### config.mk
export PLATFORM = sky130hd
export DESIGN_NAME = score_bcd_arbiter
export DESIGN_NICKNAME = d
export VERILOG_FILES = /design/src/rtl/bcd_pkg.sv /design/src/rtl/bcd_dabble_step.sv /design/src/rtl/score_bcd_arbiter.sv
export SDC_FILE = /design/constraint.sdc
export NUM_CORES = 1
export LEC_CHECK = 0
export BUFFER_PORTS_ARGS = -buffer_cell sky130_fd_sc_hd__buf_2
export CORE_MARGIN = 2
export CORE_UTILIZATION = 35
export DETAILED_ROUTE_END_ITERATION = 10
export SYNTH_ARGS = -nofsm -noshare
export SYNTH_HDL_FRONTEND = slang
export SYNTH_SLANG_ARGS = --single-unit
### constraint.sdc
create_clock -name clk -period 1.9 [get_ports clk]
set_input_delay 0.38 -clock clk [delete_from_list [all_inputs] [get_ports clk]]
set_output_delay 0.38 -clock clk [all_outputs]
set_load 0.01 [all_outputs]
### src/rtl/bcd_pkg.sv
// Shared types and sizing for the score BCD arbiter.
package bcd_pkg;

  localparam int BIN_W       = 8;
  localparam int DIGITS      = 3;
  localparam int SHIFT_COUNT = 8;
  localparam int ACC_W       = 4 * DIGITS;
  localparam int CNT_W       = $clog2(SHIFT_COUNT);

  typedef logic [3:0] bcd_digit_t;

  typedef enum logic [1:0] {
    IDLE,
    SHIFT,
    DONE
  } state_t;

endpackage

### src/rtl/bcd_dabble_step.sv
// One shift-add-3 iteration: correct each digit >= 5, then shift in one data bit.
module bcd_dabble_step
  import bcd_pkg::*;
(
  input  logic [ACC_W-1:0] acc,
  input  logic             bit_in,
  output logic [ACC_W-1:0] acc_next
);

  logic [ACC_W-1:0] adj;

  // Add-3 correction per digit followed by a one-bit left shift.
  always_comb begin
    adj = acc;
    for (int unsigned i = 0; i < DIGITS; i++) begin
      if (acc[4*i +: 4] >= 4'd5) adj[4*i +: 4] = acc[4*i +: 4] + 4'd3;
    end
    acc_next = {adj[ACC_W-2:0], bit_in};
  end

endmodule

### src/rtl/score_bcd_arbiter.sv
// Two requesters sharing one iterative binary-to-BCD converter, round-robin arbitrated.
module score_bcd_arbiter
  import bcd_pkg::*;
(
  input  logic             clk,
  input  logic             reset,
  input  logic             req0_valid,
  input  logic [BIN_W-1:0] req0_data,
  output logic             req0_ready,
  input  logic             req1_valid,
  input  logic [BIN_W-1:0] req1_data,
  output logic             req1_ready,
  output bcd_digit_t       hundreds0,
  output bcd_digit_t       tens0,
  output bcd_digit_t       ones0,
  output bcd_digit_t       hundreds1,
  output bcd_digit_t       tens1,
  output bcd_digit_t       ones1,
  output logic             done0,
  output logic             done1,
  output logic             busy
);

  state_t           state, state_next;
  logic             last_grant;
  logic             grant_sel;
  logic             cur;
  logic             handshake;
  logic [BIN_W-1:0] shreg;
  logic [CNT_W-1:0] cnt;
  logic [ACC_W-1:0] acc, acc_next;

  bcd_dabble_step u_step (
    .acc      (acc),
    .bit_in   (shreg[cnt]),
    .acc_next (acc_next)
  );

  // Round-robin grant; ready only in IDLE and only toward the granted, valid requester.
  always_comb begin
    grant_sel = 1'b0;
    if (req0_valid && req1_valid) grant_sel = ~last_grant;
    else if (req1_valid)          grant_sel = 1'b1;
    req0_ready = (state == IDLE) && req0_valid && !grant_sel;
    req1_ready = (state == IDLE) && req1_valid &&  grant_sel;
    handshake  = req0_ready || req1_ready;
  end

  // Next-state and status outputs.
  always_comb begin
    state_next = state;
    done0      = 1'b0;
    done1      = 1'b0;
    busy       = (state != IDLE);
    case (state)
      IDLE:  if (handshake) state_next = SHIFT;
      SHIFT: if (cnt == '0) state_next = DONE;
      DONE: begin
        state_next = IDLE;
        done0      = !cur;
        done1      = cur;
      end
      default: state_next = IDLE;
    endcase
  end

  // State register.
  always_ff @(posedge clk) begin
    if (reset) state <= IDLE;
    else       state <= state_next;
  end

  // Capture, iterate and write back the result of the latched requester.
  always_ff @(posedge clk) begin
    if (reset) begin
      last_grant <= 1'b1;
      cur        <= 1'b0;
      shreg      <= '0;
      cnt        <= '0;
      acc        <= '0;
      hundreds0  <= '0;
      tens0      <= '0;
      ones0      <= '0;
      hundreds1  <= '0;
      tens1      <= '0;
      ones1      <= '0;
    end else if (handshake) begin
      shreg      <= grant_sel ? req1_data : req0_data;
      cur        <= grant_sel;
      last_grant <= grant_sel;
      acc        <= '0;
      cnt        <= CNT_W'(SHIFT_COUNT - 1);
    end else if (state == SHIFT) begin
      acc <= acc_next;
      cnt <= cnt - 1'b1;
      if (cnt == '0) begin
        if (cur) {hundreds1, tens1, ones1} <= acc_next;
        else     {hundreds0, tens0, ones0} <= acc_next;
      end
    end
  end

endmodule

==> out/qor.yml <==
htree_levels: 2
numClockSinks: 51
drv_cap: 0
core_um2: 6350
wl_met3_um: 194
synth.cell_area_um2: 2300
cts_tree: "done"
cts_resized: 0
ctsRootBufferMaster: "clkbuf_8"
dpl-instance-area_um2: 2650
ys_seq_area_share_pct: 44.3
drc: 0
syn2layout_area_growth_pct: 19.2
worstSetupPathType: "reg2reg"
dr.first_iter.drc_count: 60
clk_pin_slew_ns: 0.09
synth.distinct_cells: 30
diodes: 0
antenna_left: 0
drive_gt1_share_pct: 27.3
first_pass_iters: 4
top_layer_used: "met4"
clock_path_buffers: 2
slew_headroom_pct: 68.5
postCtsHoldBufs: 0
syn-num-nets: 275
critPathMaxFanout: 5
setup_tns_ns: 0
initial_core_util_pct: 36.3
max_freq_ghz: 0.594
ir_worst_vdd_uv: 395
cp.arrival_ns: 1.92
finalCriticalPeriod_ns: 1.68
antenna_found_initial: 0
synth_ff_type: "dfxtp_1"
worst_hold_path_type: "in2reg"
io_pins: 49
num_vias: 1839
post_cts_buffers: 0
synth.avg_cell_area_um2: 9.33
hold_viol_final: 0
start_kind: "flop"
place_congestion: 0.763
dr_wl_met2_um: 2100
async_flop_share_pct: 0
place.detailed.hpwl_um: 3530
fin_total_pwr_w: 0.00228
fin_nets: 325
grtUsageTotal_pct: 13.7
syn_inst: 247
die_area_um2: 7250
cts_made_buffers: 5
wl_per_cell_um: 12.7
insertion_delay_ns: 0.30
hold_ws_ns: 0.409
grt_pass1_wl_um: 7980
fin_crit_sh_pct: 88.6
die_w_um: 85.1
portBuffers: 48
synth-edff-count: 0
final_cells: 374
wirelength_um: 4760
ys_ff_latch: 51
grt_overflow_total: 0
viasPerCell: 4.92
slew_violations: 0
dp_cells: 367
worstSetupEndpointType: "flop"
tightest_slew_ns: 0.472
outcome: "complete, no violations"
rsz0062_at_grt: "false"
grt_pass1_vias: 1656
worstPathRequired_ns: 2.13
fin_skew_ns: 0.00524
die_h_um: 85.1
final_area_um2: 2750
grt_max_degree: 27
setup_violations: 0
powerDensity_nw_per_um2: 831
row_count: 29
drt-met1-wl_um: 2380
yosysWarnings: 0
p_leak_nw: 1.09
-- where the power goes --
part	internal [W]	switching [W]
logic	0.000172	0.000208
clock network	0.000386	0.000345
registers	0.00113	0.0000448
-- cells in the mapped netlist (6+ instances only) --
cell type	number	area (um^2)
dfxtp_1	51	1020
mux2i_1	10	100
a21oi_1	16	80.1
ha_1	8	100
nand2b_1	17	106
nand2_1	11	41.3
nor2_1	30	113
nor3b_1	6	45.0
o22ai_2	6	75.1
a211oi_1	21	158
buf_2	6	30.0
o22ai_1	12	75.1
inv_1	11	41.3
clkbuf_1	7	26.3
o21ai_0	7	35.0
-- stage by stage --
stage / setup WS [ns] / utilization, %
after floorplan: 0.407 / -
after global placement: 0.257 / 41.7
after detailed placement: 0.230 / 41.7
after CTS: 0.219 / 43.3
after global routing: 0.0656 / 43.3
final: 0.216 / 43.3
-- final timing paths --
path               from    endpoint  slack, ns  cells past startpoint
max              acc[0]    ones1[2]       0.22                      6
min          req0_valid  last_grant       0.41                      3
max reg2reg      acc[0]    ones1[2]       0.22                      6
min reg2reg      acc[9]      acc[9]       0.48                      2
-- layout make-up --
class / count / area (um^2)
fill: 626 / 3600
multi-input combinational: 171 / 1180
sequential: 51 / 1020
timing repair buffer: 57 / 308
tap: 77 / 96.3
clock buffer: 6 / 72.6
inverter: 11 / 41.3
clock inverter: 1 / 30.0
-- placed cells by master (no fill, tap or decap), drive strengths merged --
cell type  count
inv           11
mux4           2
o21a           1
bufinv         1
buf           57
a21boi         1
xor2           1
nand2         11
mux2i         10
nor2          33
mux2           4
dfxtp         51
clkbuf         6
or3            3
nand3          2
a21oi         16
a211oi        21
nor2b          1
xnor2          4
nand2b        17
o21ai          8
o22ai         18
nor3b          6
and2           2
nand4bb        1
a211o          1
ha             8
-- metal layers --
metal	up-vias	global-route usage (%)
li1	965	-
met1	834	18.5
met2	33	21.1
met3	7	3.21
met4	0	5.34
met5	-	0
-- sequential cells by signal, summed over array words and instances (netlist names) --
signal and flops:
hundreds0 4, cur 1, tens1 4, ones1 4
hundreds1 4, state 2, shreg 8, cnt 3
last_grant 1, acc 12, tens0 4, ones0 4
-- logic make-up after synthesis --
group | after synthesis | share of synthesized area, %
and+or+nand+nor | 76 | 16.8
AOI/OAI and AO/OA | 66 | 19.8
DFF | 51 | 44.3
buffers and inverters | 25 | 4.56
muxes | 16 | 8.25
adders and majority gates | 8 | 4.34
xor gates and xnor gates | 5 | 1.90
-- worst max-delay path, stage by stage, from the launching register on --
cell and delay (ns):
dfxtp_1 0.33, inv_1 0.11, ha_1 0.25, nand2b_1 0.09
a21oi_1 0.26, mux2_2 0.41, o22ai_1 0.16
No activity file was read; power rests on OpenSTA's default activity.
